File: config.mk
export PLATFORM = sky130hd
export DESIGN_NAME = riscv_seq_shifter
export DESIGN_NICKNAME = d
export VERILOG_FILES = /design/src/rtl/riscv_seq_shifter.sv
export SDC_FILE = /design/constraint.sdc
export NUM_CORES = 1
export LEC_CHECK = 0
export CORE_MARGIN = 3
export CORE_UTILIZATION = 35
export DETAILED_ROUTE_END_ITERATION = 7
export GPL_TIMING_DRIVEN = 0
export SLEW_MARGIN = 10
export SYNTH_ARGS = -nofsm -noshare
export SYNTH_HDL_FRONTEND = slang
export SYNTH_SLANG_ARGS = --single-unit
export TNS_END_PERCENT = 5
File: constraint.sdc
create_clock -name clk -period 8 [get_ports clk]
set_clock_uncertainty 0.2 [all_clocks]
set_input_delay 2.4 -clock clk [delete_from_list [all_inputs] [get_ports clk]]
set_output_delay 2.4 -clock clk [all_outputs]
set_load 0.05 [all_outputs]
File: src/rtl/riscv_seq_shifter.sv
// Multi-cycle SLL/SRL/SRA/ROR unit, STEP bits per cycle.
// Start/busy/done handshake; result held until the next completion.
module riscv_seq_shifter #(
   parameter int WIDTH   = 32,
   parameter int STEP    = 1,
   parameter int SHAMT_W = $clog2(WIDTH)
) (
   input  logic               clk,
   input  logic               rst,
   input  logic               start,
   input  logic [1:0]         op,
   input  logic [WIDTH-1:0]   a,
   input  logic [SHAMT_W-1:0] shamt,
   output logic               busy,
   output logic               done,
   output logic [WIDTH-1:0]   result
);

   typedef enum logic [1:0] {
      IDLE  = 2'd0,
      SHIFT = 2'd1,
      DONE  = 2'd2
   } state_t;

   localparam logic [SHAMT_W:0] STEP_L  = (SHAMT_W+1)'(STEP);
   localparam logic [SHAMT_W:0] WIDTH_L = (SHAMT_W+1)'(WIDTH);

   state_t             state;
   logic [WIDTH-1:0]   acc;
   logic [WIDTH-1:0]   acc_nxt;
   logic [1:0]         op_q;
   logic [SHAMT_W-1:0] rem;
   logic [SHAMT_W-1:0] rem_nxt;
   logic [SHAMT_W:0]   n;
   logic [SHAMT_W:0]   lsh;

   // One step: shift by min(STEP, rem); n never exceeds rem so rem cannot wrap
   always_comb begin
      n       = ({1'b0, rem} < STEP_L) ? {1'b0, rem} : STEP_L;
      lsh     = WIDTH_L - n;
      rem_nxt = rem - n[SHAMT_W-1:0];
      acc_nxt = acc;
      unique case (op_q)
         2'b00: acc_nxt = acc << n;
         2'b01: acc_nxt = acc >> n;
         2'b10: acc_nxt = $signed(acc) >>> n;
         2'b11: acc_nxt = (acc >> n) | (acc << lsh);
         default: acc_nxt = acc;
      endcase
   end

   // Control FSM with registered busy/done/result
   always_ff @(posedge clk) begin
      if (rst) begin
         state  <= IDLE;
         busy   <= 1'b0;
         done   <= 1'b0;
         result <= '0;
         acc    <= '0;
         op_q   <= '0;
         rem    <= '0;
      end else begin
         done <= 1'b0;
         unique case (state)
            SHIFT: begin
               acc <= acc_nxt;
               rem <= rem_nxt;
               if (rem_nxt == '0) begin
                  state  <= DONE;
                  busy   <= 1'b0;
                  done   <= 1'b1;
                  result <= acc_nxt;
               end
            end
            IDLE, DONE: begin
               if (start) begin
                  acc  <= a;
                  op_q <= op;
                  rem  <= shamt;
                  if (shamt == '0) begin
                     state  <= DONE;
                     done   <= 1'b1;
                     result <= a;
                  end else begin
                     state <= SHIFT;
                     busy  <= 1'b1;
                  end
               end else begin
                  state <= IDLE;
               end
            end
            default: state <= IDLE;
         endcase
      end
   end

endmodule
==> metrics.md <==
| Metric | Value |
|---|---|
| Worst-path clk slew | about 0.060 ns |
| Status | completed |
| Iteration-0 DRC Markers | approximately 480 |
| Final Cell Area | roughly 5700 µm² |
| Critical Path, Cell by Cell | clkdlybuf4s50_1 > nand2b_1 > o21ai_1 > clkbuf_1 > o221ai_1 > a21oi_1 |
| Hold Path Class | reg2reg |
| Endpoints failing hold | 0 |
| Final Core Density | between 40 and 50% |
| Crit path max fanout | 10 |
| Crit path time final | roughly 4.8 ns |
| Switching share of power | 41.0% |
| Htree depth | 3 |
| Synth warn | 0 |
| Seq pwr share | around a third |
| Post-CTS Resized | 0 |
| Critical path class | in2reg |
| Via/cell ratio | approximately 6 |
| Crit path DAT | between 4 and 5 ns |
| Die X | about 120 µm |
| Worst rel slew slack | a little over a fifth |
| IO Port Bufs | between 70 and 80 |
| Net count after synthesis | ~600 |
| Largest net degree at the start of global routing | 12 |
| Max rail drop VDD | between 0.0001 and 0.00015 V |
| Post-CTS Setup Bufs | 0 |
| Worst EP required | about 8 ns |
| CTS tree | built |
| CP Launch Type | input port |
| Final Slew Violations | 0 |
| Clock share of power | a little over a quarter |
| Worst path max stage delay | between 0.6 and 0.7 ns |
| CTS buffer count | 9 |
| Synth top cells by count | dfxtp_1 (75), nor2_1 (66), nand2_1 (55) |
| Core Footprint | 12200 µm² |
| Achievable clock frequency | around 210 MHz |
| Area delta synth->final | 27.9% |
| Top delay family on crit path | buffers and inverters |
| Netlist Area Pre-Place | 4430 µm² |
| Mean Syn Cell Area | a little under 8 µm² |
| Die area | 14000 µm² |
| First-pass GRT wire length | 30.5 mm |
| Psw | between 0.6 and 0.7 mW |
| WP buf/inv | 2 |
| Overflow after GRT | 0 |
| Root buffer cell | clkbuf_16 |
| Antenna Cells | 0 |
| Initial Utilization | between 30% and 40% |
| Initial antenna violation count | 0 |
| Num Clock Sinks | between 70 and 80 |
| Tot GR Track Use | ~29% |
| Gate count of the mapped netlist | roughly 570 |
| Fraction of registers with async set/reset | 0% |
| DRC violations left | 0 |
| Most used DFF post-synth | dfxtp_1 |
| Type of element capturing the critical path | register |
| Combinational fraction of design power | about two fifths |
| Max_cap viols | 0 |
| Pwr dens | between 200 and 300 nW/µm² |
| Slew of the pin with the lowest slew margin | 1.16 ns |
| Largest cells by area after synthesis | dfxtp_1 (34%), nor2_1 (5.6%), mux2i_1 (5.0%), nor3_1 (5.0%), nand2_1 (4.7%) |
| Placer Congestion | 0.948 |
| Top cell type's share of synthesized area | about a third |
| Int Power | roughly 0.86 mW |
| Wire per inst | roughly 24 µm |
| Clk Latency, worst-skew pair | ~0.35 ns |
| Site Rows | 40 |
| Post-layout net count | roughly 700 |
| LEAKAGE | a little over 2 nW |
| Count leader, synth | dfxtp_1 |
| Number of synthesized register bits | 75 |
| Synth area leader | dfxtp_1 |
| Setup TNS | 0 ns |
| DRT Pass-1 Iters | 5 |
| Sequential share of the synthesized area | between 30% and 40% |
| Yosys cell types | 64 |
| Dpl cell area | ~5400 µm² |
| CTS Hold Bufs | 0 |
| Layout cell share with drive strength beyond 1 | 8.66% |
| Final period util | around 60% |
| Post-synth EDFFs | 0 |
| WHS | 0.254 ns |
| RSZ-0062 raised after global routing | false |
| Number of routed nets with antenna violations | 0 |
| Slowest cell on the critical path | clkbuf_1 |
| Chip Height | about 120 µm |
| Final setup viols | 0 |
| I/O Pins | 76 |
| HPWL after DPL | around 15 mm |
| Via Count | just under 5000 |
| Number of global-route vias before repair | ~4900 |
| Post-Route WL | 20.2 mm |
| Clk buf depth | 2 |
power by group through the flow:
| stage | Sequential, mW | Combinational (mW) | Clock, mW |
|---|---|---|---|
| after floorplan | 0.517 | 0.328 | 0 |
| after global placement | 0.482 | 0.580 | 0 |
| after detailed placement | 0.482 | 0.582 | 0 |
| after CTS | 0.475 | 0.585 | 0.404 |
| after global routing | 0.482 | 0.633 | 0.419 |
| final | 0.477 | 0.592 | 0.397 |
metal layers:
layer | share of wire (%) | GRT usage [%] | up-vias
met1 | 44 | 39.1 | 2410
met3 | 7.8 | 6.03 | 42
met5 | 0 | 0 | -
met4 | 3.3 | 11.7 | 0
li1 | - | - | 2288
met2 | 45 | 44.4 | 227
layout make-up:
| class | instances | area (µm²) |
|---|---|---|
| Tap cell | 168 | 210 |
| Clock buffer | 12 | 236 |
| Sequential cell | 75 | 1500 |
| Buffer | 53 | 250 |
| Multi-Input combinational cell | 429 | 2640 |
| Inverter | 11 | 41.3 |
| Timing Repair Buffer | 75 | 751 |
| Fill cell | 1282 | 6540 |
| Clock inverter | 3 | 40.0 |
sequential cells by signal, indices dropped and copies added, names as in the netlist:
| signal | flops |
|---|---|
| result | 32 |
| done | 1 |
| op_q | 2 |
| acc | 32 |
| state | 2 |
| rem | 5 |
| busy | 1 |
metrics by stage:
step                      power [mW]  worst slack, ns  std cells
after floorplan                0.845             3.75        568
after global placement          1.06             2.95        811
after detailed placement        1.06             2.87        811
after CTS                       1.46             3.23        826
after global routing            1.53             3.09        826
final                           1.47             3.22        826
placed cells by master (no fill, tap or decap), types with 3 or more instances in the layout:
| cell type | Yosys | layout |
|---|---|---|
| o2111ai_1 | 4 | 4 |
| nor3_1 | 44 | 44 |
| and3_1 | 6 | 6 |
| clkdlybuf4s50_1 | 0 | 75 |
| o211ai_1 | 4 | 4 |
| and2_1 | 3 | 3 |
| mux2i_1 | 22 | 22 |
| nand3_1 | 16 | 16 |
| inv_1 | 8 | 8 |
| nor4_1 | 3 | 3 |
| a31oi_1 | 7 | 7 |
| a211oi_1 | 25 | 25 |
| nand2_1 | 55 | 55 |
| o22ai_1 | 8 | 8 |
| a21oi_1 | 40 | 40 |
| nor2_1 | 66 | 66 |
| nor2b_1 | 12 | 12 |
| buf_2 | 13 | 13 |
| dfxtp_1 | 75 | 75 |
| clkbuf_1 | 31 | 34 |
| o21ai_0 | 21 | 21 |
| o221ai_1 | 9 | 9 |
| mux2_2 | 13 | 13 |
| clkbuf_16 | 0 | 9 |
| buf_1 | 3 | 3 |
| buf_6 | 4 | 4 |
| a32o_1 | 3 | 3 |
| a311oi_1 | 16 | 16 |
| a22o_1 | 4 | 4 |
| a221oi_1 | 8 | 8 |
worst min-delay path: cells and delay by family (launching register included):
family	cells	cell delay [ns]
flip-flops	1	0.31
AND/OR/NAND/NOR	1	0.05
AO/OA/AOI/OAI	1	0.05
logic make-up (layout without fill, tap and decap cells):
| family | Yosys count | after routing | share of synthesized area, % |
|---|---|---|---|
| and+or+nand+nor | 220 | 220 | 23.3 |
| DFF | 75 | 75 | 33.9 |
| buffers and inverters | 64 | 154 | 6.58 |
| muxes | 36 | 36 | 8.78 |
| other | 1 | 1 | 0.0846 |
| xor gates and xnor gates | 2 | 2 | 0.395 |
| AOI/OAI and AO/OA | 168 | 168 | 26.5 |
| adders and majority gates | 2 | 2 | 0.565 |
path summary, 6_finish.rpt:
path	startpoint	end	slack (ns)	depth (start not counted)
worst min-delay path	result[0]$_SDFFE_PP0P_	result[0]$_SDFFE_PP0P_	0.25	2
worst max register to register	rem[0]$_SDFFE_PP0P_	result[31]$_SDFFE_PP0P_	3.84	12
worst min register to register	result[0]$_SDFFE_PP0P_	result[0]$_SDFFE_PP0P_	0.25	2
worst max-delay path	start	acc[15]$_SDFFE_PP0P_	3.22	6
No activity file was read; power rests on OpenSTA's default activity.
